$ cat src/rtl/apb_master_bridge.sv
// Bridges processor wr_en/rd_en request levels onto an APB3 bus with two slaves,
// returning completion through a four-phase done handshake with a wait-state timeout.
module apb_master_bridge #(
    parameter int unsigned TIMEOUT  = 16,
    parameter logic [15:0] ERR_DATA = 16'hDEAD
) (
    input  logic        clk,
    input  logic        reset,
    input  logic [15:0] wr_data,
    input  logic        wr_en,
    input  logic [8:0]  wr_addr,
    output logic        wr_done,
    input  logic [8:0]  rd_addr,
    input  logic        rd_en,
    output logic [15:0] rd_data,
    output logic        rd_done,
    output logic        err,
    output logic [8:0]  paddr,
    output logic        pwrite,
    output logic [15:0] pwdata,
    output logic        psel1,
    output logic        psel2,
    output logic        penable,
    input  logic [15:0] prdata1,
    input  logic [15:0] prdata2,
    input  logic        pready1,
    input  logic        pready2
);

    localparam logic [15:0] TIMEOUT_W = 16'(TIMEOUT);

    typedef enum logic [1:0] {IDLE, SETUP, ACCESS, DONE} state_t;

    state_t      state, state_nx;
    logic [8:0]  addr_q;
    logic        wr_q;
    logic        sel2_q;
    logic [15:0] wdata_q;
    logic [15:0] rdata_q;
    logic        err_q;
    logic [15:0] wait_q;

    logic        active_ready;
    logic        timeout_hit;
    logic        done_exit;

    assign active_ready = sel2_q ? pready2 : pready1;
    assign timeout_hit  = (wait_q + 16'd1) == TIMEOUT_W;
    // The done flag is held by the request level of the transfer that is completing.
    assign done_exit    = wr_q ? !wr_en : !rd_en;

    always_comb begin
        state_nx = state;
        case (state)
            IDLE:    if (wr_en || rd_en) state_nx = SETUP;
            SETUP:   state_nx = ACCESS;
            ACCESS:  if (active_ready || timeout_hit) state_nx = DONE;
            DONE:    if (done_exit) state_nx = IDLE;
            default: state_nx = IDLE;
        endcase
    end

    always_ff @(posedge clk) begin
        if (reset) begin
            state   <= IDLE;
            addr_q  <= '0;
            wr_q    <= 1'b0;
            sel2_q  <= 1'b0;
            wdata_q <= '0;
            rdata_q <= '0;
            err_q   <= 1'b0;
            wait_q  <= '0;
        end else begin
            state <= state_nx;
            case (state)
                IDLE: begin
                    if (wr_en) begin
                        addr_q  <= wr_addr;
                        wr_q    <= 1'b1;
                        sel2_q  <= wr_addr[7];
                        wdata_q <= wr_data;
                        wait_q  <= '0;
                    end else if (rd_en) begin
                        addr_q  <= rd_addr;
                        wr_q    <= 1'b0;
                        sel2_q  <= rd_addr[7];
                        wait_q  <= '0;
                    end
                end
                ACCESS: begin
                    if (active_ready) begin
                        if (!wr_q) rdata_q <= sel2_q ? prdata2 : prdata1;
                        err_q <= 1'b0;
                    end else begin
                        wait_q <= wait_q + 16'd1;
                        if (timeout_hit) begin
                            err_q <= 1'b1;
                            if (!wr_q) rdata_q <= ERR_DATA;
                        end
                    end
                end
                DONE: if (done_exit) err_q <= 1'b0;
                default: ;
            endcase
        end
    end

    assign psel1   = ((state == SETUP) || (state == ACCESS)) && !sel2_q;
    assign psel2   = ((state == SETUP) || (state == ACCESS)) && sel2_q;
    assign penable = (state == ACCESS);
    assign wr_done = (state == DONE) && wr_q;
    assign rd_done = (state == DONE) && !wr_q;
    assign err     = err_q;
    assign paddr   = addr_q;
    assign pwrite  = wr_q;
    assign pwdata  = wdata_q;
    assign rd_data = rdata_q;

endmodule
$ cat config.mk
export PLATFORM = sky130hd
export DESIGN_NAME = apb_master_bridge
export DESIGN_NICKNAME = d
export VERILOG_FILES = /design/src/rtl/apb_master_bridge.sv
export SDC_FILE = /design/constraint.sdc
export NUM_CORES = 1
export LEC_CHECK = 0
export ABC_AREA = 1
export CORE_UTILIZATION = 47
export CTS_CLUSTER_DIAMETER = 40
export DETAILED_ROUTE_END_ITERATION = 10
export GPL_ROUTABILITY_DRIVEN = 0
export PLACE_DENSITY_LB_ADDON = 0.05
export SETUP_SLACK_MARGIN = 0.1
export SLEW_MARGIN = 20
export SYNTH_ARGS = -nofsm -noshare
export SYNTH_HDL_FRONTEND = slang
export SYNTH_SLANG_ARGS = --single-unit
$ cat constraint.sdc
create_clock -name clk -period 4.7 [get_ports clk]
set_input_delay 0.705 -clock clk [delete_from_list [all_inputs] [get_ports clk]]
set_output_delay 0.705 -clock clk [all_outputs]
set_load 0.02 [all_outputs]
; Yosys cells after proc, flatten, opt, wreduce, memory -nomap -nowiden
; Cells that the tools add are included.
[classes]
n_mux = 25
reduce_logical = 22
n_addsub = 1
eq_ne = 12
[ops]
columns = op, n
row1 = $mux 16, 8
row2 = $pmux 16 s2, 1
row3 = $mux 9, 2
row4 = $add 16x1->16 const B, 1
row5 = $eq 16x5->1 const B, 1
row6 = $ne 2x2->1 const B, 5
row7 = $mux 1, 9
row8 = $reduce_and 3->1, 3
row9 = $pmux 2 s4, 1
row10 = $reduce_bool 2->1, 4
row11 = $mux 2, 3
row12 = $eq 2x2->1 const B, 2
row13 = $logic_and 1x1->1, 4
row14 = $logic_not 1->1, 4
row15 = $reduce_and 2->1, 2
row16 = $reduce_and 4->1, 1
row17 = $logic_or 1x1->1, 3
row18 = $ne 3x1->1 const B, 1
row19 = $ne 3x3->1 const B, 1
row20 = $eq 2x1->1 const B, 1
row21 = $logic_not 2->1, 1
row22 = $ne 2x1->1 const B, 1
row23 = $pmux 1 s2, 1
[word_totals]
out_inout_bits = 48
inputBits = 72
word_cells = 68
reg_bits = 62

; Depth between registers and ports, before layout
; Gate-level depths: netlist of the first run.
[depth]
depth_word = 5
mapped_depth = 14
mapped_depth_nobuf = 14

; Worst setup path after synthesis of the first run
; OpenSTA, ideal clock, no wires.
[synth_path]
path_kind = input -> register
from = input port wr_en
to = register wr_q (netlist: pwrite)
required_time_ns = 4.568
t_arrival_ns = 1.765
path_stages = 8
path_buffers = 3
setup_slack_ns = 2.803
setup_ns = 0.132
cell_sequence = clkbuf_1 > inv_1 > a21oi_1 > clkbuf_1 > buf_2 > inv_1 > nand2_1 > a21oi_1
[synth_via]
elab_chain_len = 2
word_cells_on_any_way = 3
classes_between = mux: 1 / reduce/logical: 2
[synth_lines]
columns = item, line
row1 = from (decl), 10  ; input logic wr_en,
row2 = $reduce_bool 2->1 (no line), -
row3 = $reduce_and 2->1 (no line), -
row4 = to (signal assigned), 67  ; wr_q <= 1'b0;
row5 = to (signal assigned), 79  ; wr_q <= 1'b1;
row6 = to (signal assigned), 85  ; wr_q <= 1'b0;
row7 = to (decl), 36  ; logic wr_q;
; Several ways; a longest one is shown, not always the timed one.
; A chain may end at the register's enable or synchronous reset.

; Worst setup path after layout of the first run
[layout_path]
from = input port wr_en
to = register wait_q[5]
[layout_via]
elab_chain_len = 2
word_cells_on_any_way = 4
classes_between = eq/ne: 1 / mux: 2 / reduce/logical: 1
[layout_lines]
columns = item, line
row1 = $ne 3x3->1 (no line) / $mux 16 (equally long branches), -
row2 = $reduce_and 3->1 (no line) / $pmux 16 s2 (equally long branches), -
row3 = to (signal assigned), 95  ; wait_q <= wait_q + 16'd1;
row4 = to (decl), 41  ; logic [15:0] wait_q;
; Several ways; a longest one is shown, not always the timed one.

==> flow_summary.toml, run 1 <==
[worst_setup_path]
path_max_fanout = 15
rr_worst_depth = 11
startpoint_type = "input port"
slowest_delay_ns = 0.79
crit_required_ns = 4.91
worst_setup_path_end_kind = "register"
critPathKind = "in -> reg"
crit_cells = 8
worst_r2r_startpoint = "state[0]"
cp_top_family = "simple AND/OR/NAND/NOR gates"
crit_buf_inv = 3
reg2reg_to = "wait_q[5]"
arrival_ns = 3.03
worstPathCellList = "clkdlybuf4s50_1, nor3_1, nor2_1, a21oi_2, inv_1, o22ai_1, inv_1, nor2_1"
crit_start = "wr_en"
rrSetupSlack_ns = 2.20
slowest_stage = "nor2_1"

[finish]
area_growth_pct = 46.37
multi_input_area_um2 = 1599
final_core_util_pct = 71.09
fin_cells = 664
drive_above_1_share_pct = 7.325
final_common_cell = "nand2_1"
final_cell_mix = "126 x nand2_1, 119 x clkdlybuf4s50_1, 77 x nor2_1, 61 x dfxtp_1, 44 x inv_1"
fin_nets = 661
fill_cells = 543
antenna_cells = 0
regArea_um2 = 1221

[clock_tree]
clockBufferDepth = 2
cts_sinks = 61
cts-root-buf = "clkbuf_8"
htreeDepth = 3
clk_latency_ns = 0.33
numCtsBuffers = 9
clkTransAtPathRegs_ns = 0.06
post_cts_buffers = 0
cts_tree = "yes"
cts_resized = 0
holdBufCountCts = 0

[detailed_routing]
firstDrtPassIters = 5
routedWlPerCell_um = 12.18
ant_nets = 0
wirelength_um = 8085
drt-initial-drc-count = 154
vias = 3281
drc_errors = 0
via_per_inst = 4.941

[timing]
hold_violations = 0
fmax_mhz = 354.3
clock_skew_ns = 0.005929
worst_pin_slew_ns = 1.009
slew_violations = 0
timing.final.crit_share_pct = 60.05
holdWs_ns = 0.4502
setup_viol = 0
relSlewSlack_pct = 32.31
grt_setup_unrepaired = "false"
fin_tns_setup_ns = 0
period_minus_slack_ns = 2.823

[global_route]
grt_usage_pct = 24.38
grt_pass1_wl_um = 13890
grt_max_degree = 40
antenna_found_initial = 0
grt_pass1_vias = 3109
grt_overflow_total = 0

[yosys]
synth_nets = 547
synthFlopType = "dfxtp_1"
yosys.cell_types.count = 29
synth_cells = 469
ys_ff_latch = 61
avgSynthCellArea_um2 = 6.576
syn_area_um2 = 3084
synth-edff-count = 0
ys_seq_area_share_pct = 39.59
ys.warnings.count = 0
async_flop_share_pct = 0

[pwr]
power_density_nw_per_um2 = 439.7
total_leakage_power_nw = 1.786
total_power_w = 0.001985
ir_worst_vdd_uv = 304.6

[placement]
port_buffers = 119
dp_hpwl_um = 5701
dp_cells = 649

[die]
rows = 29
dieArea_um2 = 6890
initial_utilization_pct = 48.57
die_w_um = 83.01
coreArea_um2 = 6350
die_h_um = 83.01
io-pin-count = 120

[hold_path]
hold_path_depth = 2
hold_path.class = "reg -> reg"
worstHoldEndpoint = "rd_data[0]"
min_from = "rd_data[0]"

[job]
cap_viol_max_count = 0

[outcome]
status = "complete, no violations"
==> tightest hold or removal path, cell delays in order (launching register included) <==
cell and delay, ns:
dfxtp_1 0.31, inv_1 0.05, a21oi_1 0.06
==> cell usage after synthesis (3+ instances only) <==
master,n,area [µm²]
a21oi_1,28,140.1
nand2_1,126,473.0
nor2_2,6,37.54
nand3_1,20,100.1
inv_1,45,168.9
a31oi_1,9,56.30
dfxtp_1,61,1221
nor2_1,77,289.0
buf_2,3,15.01
nand4_1,7,43.79
clkbuf_1,14,52.55
a21oi_2,10,87.58
o21ai_0,39,195.2
ha_1,6,75.07
==> logic make-up after synthesis <==
family | after synthesis | synth area share [%]
and+or+nand+nor | 244 | 32.45
adders and majority gates | 6 | 2.434
AOI/OAI and AO/OA | 88 | 15.98
buffers and inverters | 67 | 8.681
xor gates and xnor gates | 3 | 0.8521
DFF | 61 | 39.59
==> worst max path at each step <==
stage                 to  slack (ns)
2_1_floorplan     pwrite        2.80
3_3_place_gp   wait_q[5]        1.37
3_5_place_dp   wait_q[5]        1.29
4_1_cts        wait_q[5]        1.66
5_1_grt        wait_q[5]        1.69
6_report       wait_q[5]        1.88
==> metrics by stage <==
step / area, µm² / worst slack (ns)
finish: 4514 / 1.877
global route: 4514 / 1.689
CTS: 4511 / 1.657
detailed placement: 4312 / 1.288
global placement: 4312 / 1.374
floorplan: 3084 / 2.803
==> registers in the layout, summed over array words and instances, names as in the netlist <==
name / count
pwdata: 16
rd_data: 16
wait_q: 16
paddr: 9
state: 2
err: 1
pwrite: 1
==> where the power goes <==
| part | internal, W | switching, W |
|---|---|---|
| combinational | 0.000356 | 0.000483 |
| clock | 0.000269 | 0.000201 |
| sequential | 0.000616 | 0.0000604 |
==> final cells by class <==
class | count | area share [%]
Tap cell | 77 | 2.134
Timing Repair Buffer | 123 | 27.05
Sequential cell | 61 | 27.05
Clock inverter | 4 | 1.053
Clock buffer | 11 | 3.354
Inverter | 47 | 3.936
Multi-Input combinational cell | 341 | 35.42
==> per-layer routing <==
metal / vias to the layer above / share of wire, % / global-route usage [%]
met5: - / 0 / 0
met4: 0 / 2.0 / 10.34
met3: 13 / 5.4 / 5.865
met2: 88 / 47 / 41.80
met1: 1463 / 45 / 29.06
li1: 1717 / - / -
Power figures use the tool's default switching activity.
==> run 2, diff against run 1 <==
Settings changed: CORE_UTILIZATION 47 to 40.
Clock period 4.7 ns to 2.4 ns, I/O delays scaled along.
==> flow_summary.toml, run 2 (synthesis gave the netlist of run 1 again) <==
[global_route]
grt_usage_pct = 20.37
antenna_found_initial = 0
grt_pass1_vias = 2928
grt_overflow_total = 0
grt_max_degree = 23
grt_pass1_wl_um = 13410

[detailed_routing]
vias = 3287
firstDrtPassIters = 4
wirelength_um = 8132
drc_errors = 0
routedWlPerCell_um = 11.73
via_per_inst = 4.743
drt-initial-drc-count = 136
ant_nets = 0

[worst_setup_path]
worstPathCellList = "ha_1, inv_1, nor2_1, clkdlybuf4s50_1"
crit_buf_inv = 2
worst_setup_path_end_kind = "primary output"
critPathKind = "reg -> out"
startpoint_type = "register"
crit_required_ns = 2.04
arrival_ns = 1.79
slowest_stage = "clkdlybuf4s50_1"
cp_top_family = "buffers and inverters"
rrSetupSlack_ns = 0.39
path_max_fanout = 4
slowest_delay_ns = 0.64

[timing]
clock_skew_ns = 0.009992
fmax_mhz = 465.4
hold_violations = 0
period_minus_slack_ns = 2.149
setup_viol = 0
worst_pin_slew_ns = 0.5194
timing.final.crit_share_pct = 89.53
fin_ws_ns = 0.2514
fin_tns_setup_ns = 0
slew_violations = 0
grt_setup_unrepaired = "false"
relSlewSlack_pct = 65.33
holdWs_ns = 0.4575

[finish]
final_common_cell = "nand2_1"
final_core_util_pct = 62.61
finish.instance_area_um2 = 4614
final_cell_mix = "126 x nand2_1, 117 x clkdlybuf4s50_1, 77 x nor2_1, 61 x dfxtp_1, 45 x inv_1"
area_growth_pct = 49.61
antenna_cells = 0
fin_nets = 667
drive_above_1_share_pct = 8.249

[die]
die_w_um = 89.81
coreArea_um2 = 7370
rows = 31
io-pin-count = 120
die_h_um = 89.81
dieArea_um2 = 8066
initial_utilization_pct = 41.85

[outcome]
status = "complete, no violations"

[pwr]
comb_power_share_pct = 43.3
ir_worst_vdd_uv = 527.4
p_int_w = 0.002431
switching_share_pct = 38.31
seq_power_share_pct = 33.3
total_leakage_power_nw = 1.849
switchingPower_w = 0.001509
clock_power_share_pct = 23.4
power_density_nw_per_um2 = 853.9

[clock_tree]
cts-root-buf = "clkbuf_8"
cts_tree = "yes"
clk_latency_ns = 0.33
cts_sinks = 61
htreeDepth = 3
clockBufferDepth = 2
holdBufCountCts = 0
numCtsBuffers = 9
clkTransAtPathRegs_ns = 0.07

[job]
cap_viol_max_count = 0

[placement]
place_area_um2 = 4397
dp_hpwl_um = 5830
dp_slack_ns = 0.3349
port_buffers = 119

[hold_path]
hold_path.class = "reg -> reg"
-- run 2: changes by cell type in the layout (fill, tap and decap cells not counted), moves of 2 or more --
cell	before	now
dlymetal6s2s_1	0	2
buf_4	4	9
clkbuf_8	11	9
clkinv_4	0	3
clkdlybuf4s50_1	119	117
-- run 2: power by group through the flow --
stage / combinational, W / clock (W) / sequential [W]
2_1_floorplan: 0.000769 / 0 / 0.00153
5_1_grt: 0.00188 / 0.000986 / 0.00134
3_3_place_gp: 0.00169 / 0 / 0.00133
6_report: 0.00171 / 0.000921 / 0.00131
3_5_place_dp: 0.00170 / 0 / 0.00134
4_1_cts: 0.00171 / 0.000948 / 0.00132
-- run 2: final cells by class --
class / instances / area [µm²]
clock buffers: 9 / 123.9
clock inverters: 7 / 75.07
fillers: 685 / 2755
inverters: 47 / 177.7
multi-input cells: 341 / 1609
flip-flops and latches: 61 / 1221
well taps: 99 / 123.9
repair buffers: 129 / 1284
-- run 2: path summary, 6_finish.rpt --
| path | start | end | depth (start not counted) |
|---|---|---|---|
| hold / removal | rd_data[9] | rd_data[9] | 2 |
| setup / recovery | state[1] | rd_done | 4 |
| setup reg to reg | wait_q[0] | rd_data[4] | 14 |
| hold reg to reg | rd_data[9] | rd_data[9] | 2 |
-- run 2: routing by layer --
layer / share of wire, % / up-vias / global-route usage, %
met5: 0 / - / 0
met4: 1.2 / 0 / 8.060
met2: 45 / 119 / 31.67
met1: 45 / 1427 / 26.08
met3: 9.1 / 8 / 6.599
li1: - / 1733 / -
-- run 2: timing repair --
| item | 4_1_cts | 5_1_grt |
|---|---|---|
| gates resized for setup | 0 | 4 |
| setup endpoints to repair | 0 | 9 |
| buffers inserted | 0 | 0 |
-- run 2: metrics by stage --
step	total power [W]	instances
2_1_floorplan	0.002299	469
3_3_place_gp	0.003022	677
3_5_place_dp	0.003039	677
4_1_cts	0.003976	693
5_1_grt	0.004204	693
6_report	0.003940	693
-- run 2: worst register-to-register path, stage by stage, from the launching register on --
cell and delay [ns]:
dfxtp_1 0.43, ha_1 0.24, nand2_1 0.10, nor2_4 0.16, nand3_1 0.09, nand2_1 0.07, nand2_1 0.07, nor2_1 0.09
nand2_1 0.05, nor2_1 0.11, nand2_1 0.10, nand2_2 0.12, nand2_8 0.12, nand2_1 0.10, a21oi_1 0.06
